`config.mk`:
```
export PLATFORM = sky130hd
export DESIGN_NAME = gary_cycle_ctl
export DESIGN_NICKNAME = d
export VERILOG_FILES = /design/src/rtl/gary_cycle_ctl.sv
export SDC_FILE = /design/constraint.sdc
export NUM_CORES = 1
export LEC_CHECK = 0
export ABC_AREA = 0
export CORE_AREA = 5 5 67 75
export CTS_CLUSTER_DIAMETER = 120
export DETAILED_ROUTE_END_ITERATION = 7
export DIE_AREA = 0 0 72 80
export GPL_ROUTABILITY_DRIVEN = 1
export GPL_TIMING_DRIVEN = 0
export PLACE_DENSITY_LB_ADDON = 0.25
export SLEW_MARGIN = 5
export SYNTH_ARGS = -nofsm -noshare
export SYNTH_HDL_FRONTEND = slang
export SYNTH_SLANG_ARGS = --single-unit
```
`constraint.sdc`:
```
create_clock -name C14M -period 4.2 [get_ports C14M]
set_input_delay 0.42 -clock C14M [delete_from_list [all_inputs] [get_ports C14M]]
set_output_delay 0.42 -clock C14M [all_outputs]
set_load 0.03 [all_outputs]
```
`src/rtl/gary_cycle_ctl.sv`:
```
`default_nettype none
// ============================================================================
//  Module   : gary_cycle_ctl
//  Purpose  : Table-driven 68000 address decoder and bus-cycle controller
//             (C14M domain), with ROM overlay and per-region wait states.
//  Option   : GARY_CYCLE_TIMEOUT_EN adds a bus-error timeout and BERR state.
//  Revision : 1.0  initial release
// ============================================================================
module gary_cycle_ctl #(
    parameter int ADDR_W = 8,
    parameter int NREG   = 8,
    parameter int WS_W   = 4,
    parameter logic [NREG*ADDR_W-1:0] REGION_BASE = 64'hD0C0_E0F8_DEDC_B000,
    parameter logic [NREG*ADDR_W-1:0] REGION_MASK = 64'hF8F0_F8F8_FEFE_F0E0,
    parameter logic [NREG*WS_W-1:0]   REGION_WS   = 32'h0000_0600,
    parameter logic [NREG*2-1:0]      REGION_KIND = 16'h5F49,
    parameter int ROM_IDX = 4,
    parameter int TIMEOUT = 255
) (
    input  logic              C14M,
    input  logic              RESET,
    input  logic [ADDR_W-1:0] A,
    input  logic              nAS,
    input  logic              PRnW,
    input  logic              nUDS,
    input  logic              nLDS,
    input  logic              OVL,
    input  logic              XRDY,
    input  logic              nDBR,
    input  logic              nOVR,
    output logic [NREG-1:0]   nSEL,
    output logic              nDTACK,
    output logic              nVPA,
    output logic              nBLS,
    output logic              nBERR,
    output logic              BUSY
);

    localparam logic [1:0] c_KIND_FAST = 2'd0;
    localparam logic [1:0] c_KIND_CHIP = 2'd1;
    localparam logic [1:0] c_KIND_VPA  = 2'd2;
    localparam logic [1:0] c_KIND_ROM  = 2'd3;

    typedef enum logic [2:0] {
        S_IDLE    = 3'd0,
        S_WAIT    = 3'd1,
        S_DMAHOLD = 3'd2,
        S_ACK     = 3'd3,
`ifdef GARY_CYCLE_TIMEOUT_EN
        S_BERR    = 3'd5,
`endif
        S_OVRD    = 3'd4
    } state_t;

    state_t            r_state;
    logic [NREG-1:0]   r_nSel;
    logic              r_nDtack;
    logic              r_nVpa;
    logic              r_nBls;
    logic              r_busy;
    logic              r_armed;
    logic              r_unmapped;
    logic [WS_W-1:0]   r_cnt;
    logic [1:0]        r_kind;

    logic              w_hit;
    logic [NREG-1:0]   w_sel;
    logic [WS_W-1:0]   w_ws;
    logic [1:0]        w_kind;
    logic              w_start;

`ifdef GARY_CYCLE_TIMEOUT_EN
    localparam int c_TMO_W = $clog2(TIMEOUT + 1);
    logic [c_TMO_W-1:0] r_tmo;
    logic               r_nBerr;
    assign nBERR = r_nBerr;
`else
    assign nBERR = 1'b1;
`endif

    // Scan from the top index down so the lowest matching region wins.
    always_comb begin
        w_hit  = 1'b0;
        w_sel  = '0;
        w_ws   = '0;
        w_kind = c_KIND_FAST;
        for (int i = NREG - 1; i >= 0; i--) begin
            if (((A ^ REGION_BASE[i*ADDR_W +: ADDR_W]) & REGION_MASK[i*ADDR_W +: ADDR_W]) == '0) begin
                w_hit    = 1'b1;
                w_sel    = '0;
                w_sel[i] = 1'b1;
                w_ws     = REGION_WS[i*WS_W +: WS_W];
                w_kind   = REGION_KIND[i*2 +: 2];
            end
        end
        if (OVL && (A[ADDR_W-1 -: 3] == 3'b000)) begin
            w_hit          = 1'b1;
            w_sel          = '0;
            w_sel[ROM_IDX] = 1'b1;
            w_ws           = REGION_WS[ROM_IDX*WS_W +: WS_W];
            w_kind         = REGION_KIND[ROM_IDX*2 +: 2];
        end
    end

    // Reads start on the address strobe alone; writes also need a data strobe.
    assign w_start = !nAS && r_armed && (PRnW || !nUDS || !nLDS);

    always_ff @(posedge C14M) begin
        if (RESET) begin
            r_state    <= S_IDLE;
            r_nSel     <= '1;
            r_nDtack   <= 1'b1;
            r_nVpa     <= 1'b1;
            r_nBls     <= 1'b1;
            r_busy     <= 1'b0;
            r_armed    <= 1'b0;
            r_unmapped <= 1'b0;
            r_cnt      <= '0;
            r_kind     <= c_KIND_FAST;
`ifdef GARY_CYCLE_TIMEOUT_EN
            r_nBerr    <= 1'b1;
            r_tmo      <= '0;
`endif
        end else if ((r_state != S_IDLE) && nAS) begin
            r_state    <= S_IDLE;
            r_nSel     <= '1;
            r_nDtack   <= 1'b1;
            r_nVpa     <= 1'b1;
            r_nBls     <= 1'b1;
            r_busy     <= 1'b0;
            r_armed    <= 1'b1;
            r_unmapped <= 1'b0;
`ifdef GARY_CYCLE_TIMEOUT_EN
            r_nBerr    <= 1'b1;
`endif
        end else begin
            if (nAS) begin
                r_armed <= 1'b1;
            end
            case (r_state)
                S_IDLE: begin
                    if (w_start) begin
                        if (!nOVR) begin
                            r_state <= S_OVRD;
                        end else begin
                            r_state    <= S_WAIT;
                            r_busy     <= 1'b1;
                            r_cnt      <= w_ws;
                            r_kind     <= w_kind;
                            r_unmapped <= !w_hit;
`ifdef GARY_CYCLE_TIMEOUT_EN
                            r_tmo      <= '0;
`endif
                            if (w_hit && !((w_kind == c_KIND_ROM) && !PRnW)) begin
                                r_nSel <= ~w_sel;
                            end
                            if (w_hit && (w_kind == c_KIND_CHIP)) begin
                                r_nBls <= 1'b0;
                            end
                        end
                    end
                end
                S_WAIT: begin
                    if (!r_unmapped && (r_cnt == '0) && XRDY) begin
                        if ((r_kind == c_KIND_CHIP) && !nDBR) begin
                            r_state <= S_DMAHOLD;
                        end else begin
                            r_state <= S_ACK;
                            r_nBls  <= 1'b1;
                        end
                    end
`ifdef GARY_CYCLE_TIMEOUT_EN
                    else if (r_tmo == c_TMO_W'(TIMEOUT)) begin
                        r_state <= S_BERR;
                        r_nBerr <= 1'b0;
                        r_nBls  <= 1'b1;
                    end else begin
                        r_tmo <= r_tmo + 1'b1;
                    end
`endif
                    if (r_cnt != '0) begin
                        r_cnt <= r_cnt - 1'b1;
                    end
                end
                S_DMAHOLD: begin
                    if (nDBR) begin
                        r_state <= S_ACK;
                        r_nBls  <= 1'b1;
                    end
`ifdef GARY_CYCLE_TIMEOUT_EN
                    else if (r_tmo == c_TMO_W'(TIMEOUT)) begin
                        r_state <= S_BERR;
                        r_nBerr <= 1'b0;
                        r_nBls  <= 1'b1;
                    end else begin
                        r_tmo <= r_tmo + 1'b1;
                    end
`endif
                end
                S_ACK: begin
                    if (r_kind == c_KIND_VPA) begin
                        r_nVpa <= 1'b0;
                    end else begin
                        r_nDtack <= 1'b0;
                    end
                end
`ifdef GARY_CYCLE_TIMEOUT_EN
                S_BERR: begin
                    r_nBerr  <= 1'b0;
                    r_nDtack <= 1'b1;
                end
`endif
                S_OVRD: begin
                    r_state <= S_OVRD;
                end
                default: begin
                    r_state <= S_IDLE;
                end
            endcase
        end
    end

    assign nSEL   = r_nSel;
    assign nDTACK = r_nDtack;
    assign nVPA   = r_nVpa;
    assign nBLS   = r_nBls;
    assign BUSY   = r_busy;

endmodule
`default_nettype wire

```
==> run_results.csv, run 1 <==
group,metric,value,unit
global_route,grt_start_max_net_pins,13,
critical_path,crit_fanout,8,
critical_path,rr_worst_depth,6,
critical_path,endpoint,"nSEL[3]",
global_route,grt_pass1_wl,6.01,mm
yosys,synth_most_common_cell,"dfxtp_1",
job,maxCapViolations,0,
timing,period_share,53.9,%
yosys,synthCells,163,
detailed_routing,first_iter_violations,74,
layout,areaGrowthSynthToFinish,28.2,%
outcome,status,"completed",
timing,worstMarginPinSlew,0.598,ns
timing,finalSetupTns,0,ns
critical_path,reg2reg_to,"nSEL[3]",
layout,num_antenna_cells,0,
placement,io_buffers,27,
clock_network,cts_buffers,3,
floorplanning,die_h,80,um
floorplanning,dieWidth,72,um
global_route,grt_pass1_vias,1282,
critical_path,crit_type,"in2reg",
yosys,synth_edf_count,0,
global_route,antenna_found_initial,0,
floorplanning,die_area,5760,um^2
global_route,overflow,0,
detailed_routing,totalWireLength,3.44,mm
critical_path,critPathArrivalTime,2.42,ns
detailed_routing,dr_wl_met2,1.62,mm
yosys,ys_async_sr_fraction,0,%
power_and_ir_drop,powerDensity,353,nW/um^2
floorplanning,start_util,32.4,%
detailed_routing,postRouteAntennaNets,0,
clock_network,cts_resized,0,
clock_network,cts-htree-levels,1,
floorplanning,coreArea,4190,um^2
yosys,syn-num-nets,183,
detailed_routing,drc_errors,0,
timing,timing.fmax,441,MHz
placement,dp_hpwl,2.67,mm
clock_network,cts_sinks,23,
timing,slew_headroom,59.9,%
critical_path,start_kind,"primary input",
yosys,synth-seq-cells,23,
detailed_routing,m1WireLength,1.59,mm
critical_path,cp.required,4.35,ns
clock_network,hold_buffers,0,
timing,fin_skew,0.00363,ns
clock_network,clk_path_buf_depth,2,
timing,hold_viol,0,
detailed_routing,drt-wirelength-per-cell,13.9,um
clock_network,worst_skew_pair.late_latency,0.26,ns
global_route,grt_usage,12.9,%
clock_network,path_clk_slew,0.09,ns
clock_network,post_cts_buffers,0,
yosys,yosys-top-cells-area,"dfxtp_1 34%, mux2i_1 7.4%, nor2_1 6.1%, nor3b_1 3.3%, nor2b_1 2.8%",
floorplanning,num_io_pins,31,
detailed_routing,vias_per_cell,5.18,
timing,rsz0062_at_grt,"no",
yosys,yosysTopAreaCell,"dfxtp_1",
detailed_routing,routed-via-count,1284,
detailed_routing,top_layer_used,"met4",
yosys,ys_types,50,
clock_network,cts_tree,"done",
critical_path,r2r_setup_slack,2.14,ns
placement,place.gp.congestion,0.757,
power_and_ir_drop,p_leak,0.718,nW
yosys,seq_area_frac_synth,33.9,%
timing,slew_violations,0,
clock_network,root_buffer,"clkbuf_8",
yosys,synth_common_cells,"23 x dfxtp_1, 22 x nor2_1, 10 x mux2i_1",
detailed_routing,wl_met3,196,um
critical_path,crit_start,"nAS",
yosys,avgSynthCellArea,8.33,um^2
yosys,synth_ff_type,"dfxtp_1",
layout,fin_nets,215,
timing,min_period,2.27,ns
critical_path,cp-end-kind,"flop",
detailed_routing,dr.pass1.iters,4,
critical_path,r2r_start,"r_state[0]",
power_and_ir_drop,ir_drop,0.158,mV
yosys,ys_warn_count,0,
yosys,yosysTopAreaCellShare,33.9,%
yosys,syn_area,1360,um^2
floorplanning,core.rowCount,25,
layout,drive_above_1_share,7.73,%
layout,fin_util,41.5,%
worst_hold_path,min_path_type,"reg2reg",
layout,fillers,446,
timing,setup_violations,0,
[flip-flops by register name, summed over array words and instances (netlist names)]
name and count:
BUSY 1, nBLS 1, nDTACK 1, nSEL 8, nVPA 1, r_armed 1
r_cnt 4, r_kind 2, r_state 3, r_unmapped 1
[cells in the final DEF (no fill, tap or decap), drive strengths merged, types with 4 or more instances in the layout]
cell	instances
dfxtp	23
nand2	9
clkbuf	6
o21ai	9
clkdlybuf4s50	27
nor2b	6
and3	4
nor3b	6
nor3	6
nor4	4
mux2i	10
nor2	22
inv	5
buf	7
a21oi	7
[worst max-delay path, stage by stage]
cell,delay [ns]
clkdlybuf4s50_1,0.48
nand2b_1,0.24
nor4_4,0.59
nand4_2,0.19
a31o_1,0.23
buf_6,0.15
mux2i_1,0.12
[power by group]
part	total (mW)	internal [mW]	switching, mW
sequential	0.252	0.235	0.0175
combinational	0.221	0.0970	0.124
clock	0.141	0.0677	0.0733
[routing by layer]
layer	global-route usage, %	up-vias
met3	2.52	5
met1	16.9	587
met4	3.01	0
li1	-	652
met5	0	-
met2	21.7	40
[cells by family after synthesis]
family / Yosys count / synth area share [%]
xor+xnor: 3 / 1.94
flops: 23 / 33.9
buf+inv: 14 / 5.07
compound gates: 39 / 19.7
other cells: 1 / 0.276
simple gates: 71 / 29.9
mux: 10 / 7.37
fa+ha+maj: 2 / 1.84
[layout make-up]
cell class	count	area, um^2	area share, %
plain buffers	9	50.0	2.88
clock buffers	4	45.0	2.59
inverters	5	18.8	1.08
multi-input cells	126	828	47.6
flip-flops and latches	23	460	26.5
well taps	54	67.6	3.88
repair buffers	27	270	15.5
[per-stage QoR]
stage	total power [mW]	setup WS [ns]	instances	hold slack (ns)	instance area, um^2
6_report	0.614	1.93	248	0.463	1740
3_3_place_gp	0.478	1.59	244	0.437	1700
4_1_cts	0.622	1.90	248	0.470	1740
3_5_place_dp	0.477	1.62	244	0.448	1700
2_1_floorplan	0.415	2.43	163	0.439	1360
5_1_grt	0.658	1.78	248	0.500	1740
[worst min path at each step]
stage	from	end	slack [ns]	depth (start not counted)
2_1_floorplan	r_armed	r_armed	0.44	2
3_3_place_gp	nVPA	nVPA	0.44	1
3_5_place_dp	nVPA	nVPA	0.45	1
4_1_cts	nVPA	nVPA	0.47	1
5_1_grt	nVPA	nVPA	0.50	1
6_report	nVPA	nVPA	0.46	1
(Power assumes the default switching activity.)
==> inputs of run 2 (changes only) <==
==> constraint.sdc (replaced) <==
create_clock -name C14M -period 1.87 [get_ports C14M]
set_input_delay 0.187 -clock C14M [delete_from_list [all_inputs] [get_ports C14M]]
set_output_delay 0.187 -clock C14M [all_outputs]
set_load 0.03 [all_outputs]
==> run_results.csv, run 2 (synthesis gave the netlist of run 1 again) <==
group,metric,value,unit
critical_path,crit_fanout,8,
critical_path,cpLargestDelayFamily,"simple AND/OR/NAND/NOR gates",
worst_hold_path,min_path_cells,2,
layout,areaGrowthSynthToFinish,32.2,%
floorplanning,die_area,5760,um^2
critical_path,worst-path-buf-inv,2,
critical_path,crit_start,"nAS",
timing,fin_skew,0.00344,ns
timing,hold_viol,0,
layout,num_antenna_cells,0,
detailed_routing,dr.pass1.iters,4,
global_route,grt_usage,13.1,%
clock_network,cts_tree,"done",
timing,period_share,93.9,%
detailed_routing,drt-wirelength-per-cell,14.1,um
critical_path,cpMaxStageDelayCell,"clkdlybuf4s50_1",
detailed_routing,totalWireLength,3.54,mm
detailed_routing,drc_errors,0,
placement,placed_area,1700,um^2
critical_path,crit_type,"in2reg",
worst_hold_path,whs_endpoint,"r_armed",
layout,drive_above_1_share,14.2,%
clock_network,cts_sinks,23,
placement,dp_cells,244,
detailed_routing,postRouteAntennaNets,0,
critical_path,rr_worst_depth,7,
placement,io_buffers,27,
floorplanning,die_h,80,um
layout,layout_common_cells,"27 x clkdlybuf4s50_1, 22 x nor2_1, 19 x dfxtp_1",
floorplanning,dieWidth,72,um
critical_path,cp.required,2.02,ns
critical_path,r2r_setup_slack,0.13,ns
critical_path,start_kind,"primary input",
floorplanning,start_util,32.4,%
timing,setup_violations,0,
layout,stdcell_count,251,
layout,largest_register_ffs,8,
floorplanning,coreArea,4190,um^2
layout,layout_commonest_cell,"clkdlybuf4s50_1",
layout,stdcell_area,1790,um^2
clock_network,path_clk_slew,0.09,ns
global_route,grt_pass1_wl,6.12,mm
timing,min_period,1.76,ns
layout,fin_nets,218,
detailed_routing,routed-via-count,1274,
layout,fillers,443,
critical_path,slowest_delay,0.50,ns
critical_path,cp-end-kind,"flop",
global_route,antenna_found_initial,0,
clock_network,root_buffer,"clkbuf_8",
power_and_ir_drop,ir_drop,0.359,mV
global_route,grt_start_max_net_pins,13,
job,maxCapViolations,0,
floorplanning,num_io_pins,31,
critical_path,reg2reg_to,"nBLS",
power_and_ir_drop,powerDensity,782,nW/um^2
worst_hold_path,hold_start,"RESET",
detailed_routing,vias_per_cell,5.08,
clock_network,cts_buffers,3,
clock_network,worst_skew_pair.late_latency,0.26,ns
global_route,overflow,0,
worst_hold_path,min_path_type,"in2reg",
clock_network,cts-htree-levels,1,
detailed_routing,first_iter_violations,56,
timing,slew_violations,0,
critical_path,r2r_start,"r_cnt[0]",
critical_path,critPathArrivalTime,1.91,ns
floorplanning,core.rowCount,25,
outcome,status,"completed",
placement,dp_hpwl,2.67,mm
critical_path,crit_chain,"clkdlybuf4s50_1 > nand2b_2 > nor4_4 > nand4_2 > a31o_1 > buf_6 > mux2i_1",
timing,timing.fmax,570,MHz
placement,place.gp.congestion,0.757,
global_route,grt_pass1_vias,1317,
clock_network,clk_path_buf_depth,2,
timing,finalSetupTns,0,ns
power_and_ir_drop,p_leak,0.739,nW
==> run 2: final cells by class <==
class                           count  area [um^2]  area share [%]
Multi-Input combinational cell    126          853            47.6
Sequential cell                    23          465            25.9
Timing Repair Buffer               30          293            16.3
Tap cell                           54         67.6            3.77
Buffer                              9         51.3            2.86
Clock buffer                        4         45.0            2.51
Inverter                            5         18.8            1.05
==> run 2: worst reg2reg max path: stages, from the launching register on <==
cell	delay, ns
dfxtp_2	0.37
inv_1	0.07
ha_1	0.19
nor3b_2	0.18
and4b_2	0.25
o311a_1	0.32
o221ai_1	0.10
mux2i_1	0.21
==> run 2: timing repair <==
item,in CTS,in global routing
pin swaps,3,1
endpoints found under the setup margin,8,13
gates resized for setup,3,8
setup buffers,3,0
hold buffers,0,0
==> run 2: worst max-delay path by stage <==
stage          slack, ns  depth (start not counted)      end
2_1_floorplan       0.10                          6  nSEL[7]
3_3_place_gp       -0.51                          7  nSEL[7]
3_5_place_dp       -0.48                          7  nSEL[0]
4_1_cts            0.003                          6  nSEL[3]
5_1_grt           -0.001                          7  nSEL[3]
6_report            0.11                          7  nSEL[3]
==> run 2: per-layer routing <==
| metal | global-route usage [%] | share of wire (%) | routed length [um] | vias up |
|---|---|---|---|---|
| met3 | 2.52 | 3.5 | 124 | 2 |
| met1 | 17.1 | 48 | 1710 | 590 |
| met5 | 0 | 0 | 0 | - |
| met4 | 3.01 | 0.54 | 19 | 0 |
| li1 | - | - | - | 660 |
| met2 | 22.2 | 47 | 1680 | 22 |
==> run 2: per-stage QoR <==
step	hold WS, ns	setup WS (ns)	util, %	power [mW]
after detailed placement	0.448	-0.480	40.4	1.07
final	0.285	0.115	42.8	1.40
after CTS	0.286	0.00316	42.2	1.40
after global routing	0.303	-0.00129	42.8	1.50
after global placement	0.437	-0.509	40.4	1.07
after floorplan	0.303	0.104	-	0.932
==> run 2: power by group <==
part / total, mW / switching [mW] / internal [mW]
clock network: 0.320 / 0.168 / 0.152
registers: 0.572 / 0.0408 / 0.531
logic: 0.510 / 0.284 / 0.226
total: 1.40 / 0.493 / 0.910
==> inputs of run 3 (changes only) <==
--- a/config.mk
+++ b/config.mk
@@ -6,6 +6,7 @@
 export NUM_CORES = 1
 export LEC_CHECK = 0
 export ABC_AREA = 0
+export CAP_MARGIN = 40
 export CORE_AREA = 5 5 67 75
 export CTS_CLUSTER_DIAMETER = 120
 export DETAILED_ROUTE_END_ITERATION = 7
==> results of run 3 <==
The final DEF is identical to that of run 2; final timing and power are the same.
==> RTL edit: new RTL, config.mk and constraints of run 2 <==
Set the parameter `ROM_IDX` to 5 (it was 4).
--- a/src/rtl/gary_cycle_ctl.sv
+++ b/src/rtl/gary_cycle_ctl.sv
@@ -14,7 +14,7 @@
     parameter logic [NREG*ADDR_W-1:0] REGION_MASK = 64'hF8F0_F8F8_FEFE_F0E0,
     parameter logic [NREG*WS_W-1:0]   REGION_WS   = 32'h0000_0600,
     parameter logic [NREG*2-1:0]      REGION_KIND = 16'h5F49,
-    parameter int ROM_IDX = 4,
+    parameter int ROM_IDX = 5,
     parameter int TIMEOUT = 255
 ) (
     input  logic              C14M,
Formal check against the unedited RTL: not equivalent (Yosys sat finds a counterexample within 4 cycles, from zero or initial values and one cycle with RESET high).
==> RTL edit against run 2 <==
Final cell count did not move; worst setup slack got worse by 0.044 ns; hold slack improved by 0.0021 ns; sequential cell count did not move; final area rose by 0.84%; area after synthesis barely moved; combinational power fell by 1%; die area did not move; wire length fell by 0.37%; non-clock buffer count did not move; total power fell by 0.47%; critical endpoint is now nSEL[6]$_SDFFE_PP1P_.
==> RTL edit: results <==
metrics = {
    "run_status": {
        "status": "finished, final reports clean",
    },
    "drt": {
        "totalWireLength_um": 3520,
        "wl_met2_um": 1640,
        "routed-wl-met3_um": 187,
        "drc_errors": 0,
        "met1Wirelength_um": 1660,
        "viasPerCell": 5.15,
        "drt_iter0_drc": 62,
        "firstDrtPassIters": 4,
        "routedWlPerCell_um": 14.0,
        "topRoutingLayerUsed": "met4",
    },
    "setup_path": {
        "crit_start": "nAS",
        "cpPeakStageDelay_ns": 0.50,
        "reg2reg_from": "r_state[0]$_SDFFE_PP0P_",
        "cp_slowest_cell": "clkdlybuf4s50_1",
        "worstPathMaxFanout": 8,
        "arrival_ns": 1.96,
    },
    "clocking": {
        "cts_buffers": 3,
        "clock-root-buffer": "clkbuf_8",
        "cts.clk_slew.worst_paths_ns": 0.09,
        "insertion_delay_ns": 0.27,
        "htreeDepth": 1,
        "cts_buffer_depth": 2,
    },
    "grt": {
        "grt_usage_pct": 12.8,
        "grt_start_max_net_pins": 14,
        "grt_pass1_vias": 1264,
        "grt_pass1_wl_um": 5890,
        "grt_antenna_before_repair": 0,
    },
    "sta": {
        "timing.slew.headroom_pct": 65.1,
        "final.setup_skew_ns": 0.00181,
    },
    "logic_synthesis": {
        "yosysSeqAreaShare_pct": 33.9,
        "synth_top_cells_by_count": "dfxtp_1 (23), nor2_1 (21), mux2i_1 (10)",
        "yosysMostFrequentCell": "dfxtp_1",
        "ys_top_cells_by_area": "dfxtp_1 (34%), mux2i_1 (7.4%), nor2_1 (5.8%), nor3b_1 (3.3%), o21ai_0 (3.0%)",
        "async_flop_share_pct": 0,
        "synth_warnings": 0,
        "yosysUniqueCellTypes": 48,
        "syn_area_per_cell_um2": 8.27,
        "synth_nets": 184,
    },
    "finish": {
        "largest_register_ffs": 8,
        "nNetsFinal": 218,
        "drive_gt1_share_pct": 12.7,
        "antennaDiodeCount": 0,
    },
    "power_and_ir_drop": {
        "leakage_nw": 0.728,
        "ir_drop_mv": 0.292,
    },
    "min_path": {
        "hp-class": "input pin to flop",
        "hold_start": "RESET",
    },
    "placed_design": {
        "placed_cells": 244,
        "port_buffers": 26,
        "hpwlAfterDp_um": 2610,
        "place_congestion": 0.814,
    },
}
==> RTL edit: changes by cell type after synthesis, sizes merged, moves of 2 or more <==
cell / change
and3: -3
buf: -3
nand2b: +2
nor4: +2
clkbuf: +4
==> RTL edit: final timing paths <==
check,to,slack [ns],cells after the start
max,nSEL[6]$_SDFFE_PP1P_,0.07,7
min,r_kind[1]$_SDFFE_PP0P_,0.29,2
max reg2reg,nSEL[7]$_SDFFE_PP1P_,0.13,5
min reg2reg,nVPA$_SDFFE_PP1P_,0.46,1
==> RTL edit: report_power, final <==
part | internal [mW] | switching [mW]
Combinational | 0.219 | 0.285
Clock | 0.149 | 0.173
Sequential | 0.530 | 0.0400
Total | 0.898 | 0.499
==> RTL edit: what timing repair did <==
| item | 4_1_cts | 5_1_grt |
|---|---|---|
| endpoints found under the setup margin | 11 | 13 |
| hold buffers | 0 | 0 |
| resized for setup | 6 | 10 |
| pin swaps | 2 | 3 |
| buffers inserted | 3 | 0 |
==> RTL edit: logic make-up (layout without fill, tap and decap cells) <==
family	after synthesis	count (layout)	share of synthesized area, %
mux	10	10	7.38
fa+ha+maj	2	2	1.84
other cells	1	1	0.276
flops	23	23	33.9
compound gates	38	38	19.4
simple gates	71	71	29.9
buf+inv	16	49	5.35
xor+xnor	3	3	1.94
==> RTL edit: area by class of cell <==
class / count / area (µm²)
Fill cell: 458 / 2380
Multi-Input combinational cell: 125 / 875
Sequential cell: 23 / 463
Timing Repair Buffer: 29 / 282
Tap cell: 54 / 67.6
Buffer: 10 / 53.8
Clock buffer: 3 / 41.3
Inverter: 6 / 22.5
Clock inverter: 1 / 5.00
==> RTL edit: critical path: cells and delay by family <==
kind                   cells  cell delay [ns]
buffers and inverters      2             0.65
AO/OA/AOI/OAI              1             0.22
AND/OR/NAND/NOR            3             0.79
multiplexers               1             0.12
==> RTL edit: routing by layer <==
layer,up-vias,global-route usage [%]
met3,4,2.90
met5,-,0
met2,29,20.7
met1,598,17.3
met4,0,2.82
li1,661,-
==> RTL edit: stage by stage <==
| stage | area [µm²] | worst slack [ns] | util (%) | hold slack, ns | total power [mW] |
|---|---|---|---|---|---|
| after global routing | 1810 | -0.0474 | 43.2 | 0.306 | 1.50 |
| final | 1810 | 0.0700 | 43.2 | 0.288 | 1.40 |
| after CTS | 1770 | 0.0143 | 42.1 | 0.282 | 1.39 |
| after global placement | 1680 | -0.558 | 40.2 | 0.437 | 1.06 |
| after detailed placement | 1680 | -0.509 | 40.2 | 0.444 | 1.06 |
| after floorplan | 1360 | 0.112 | - | 0.303 | 0.926 |
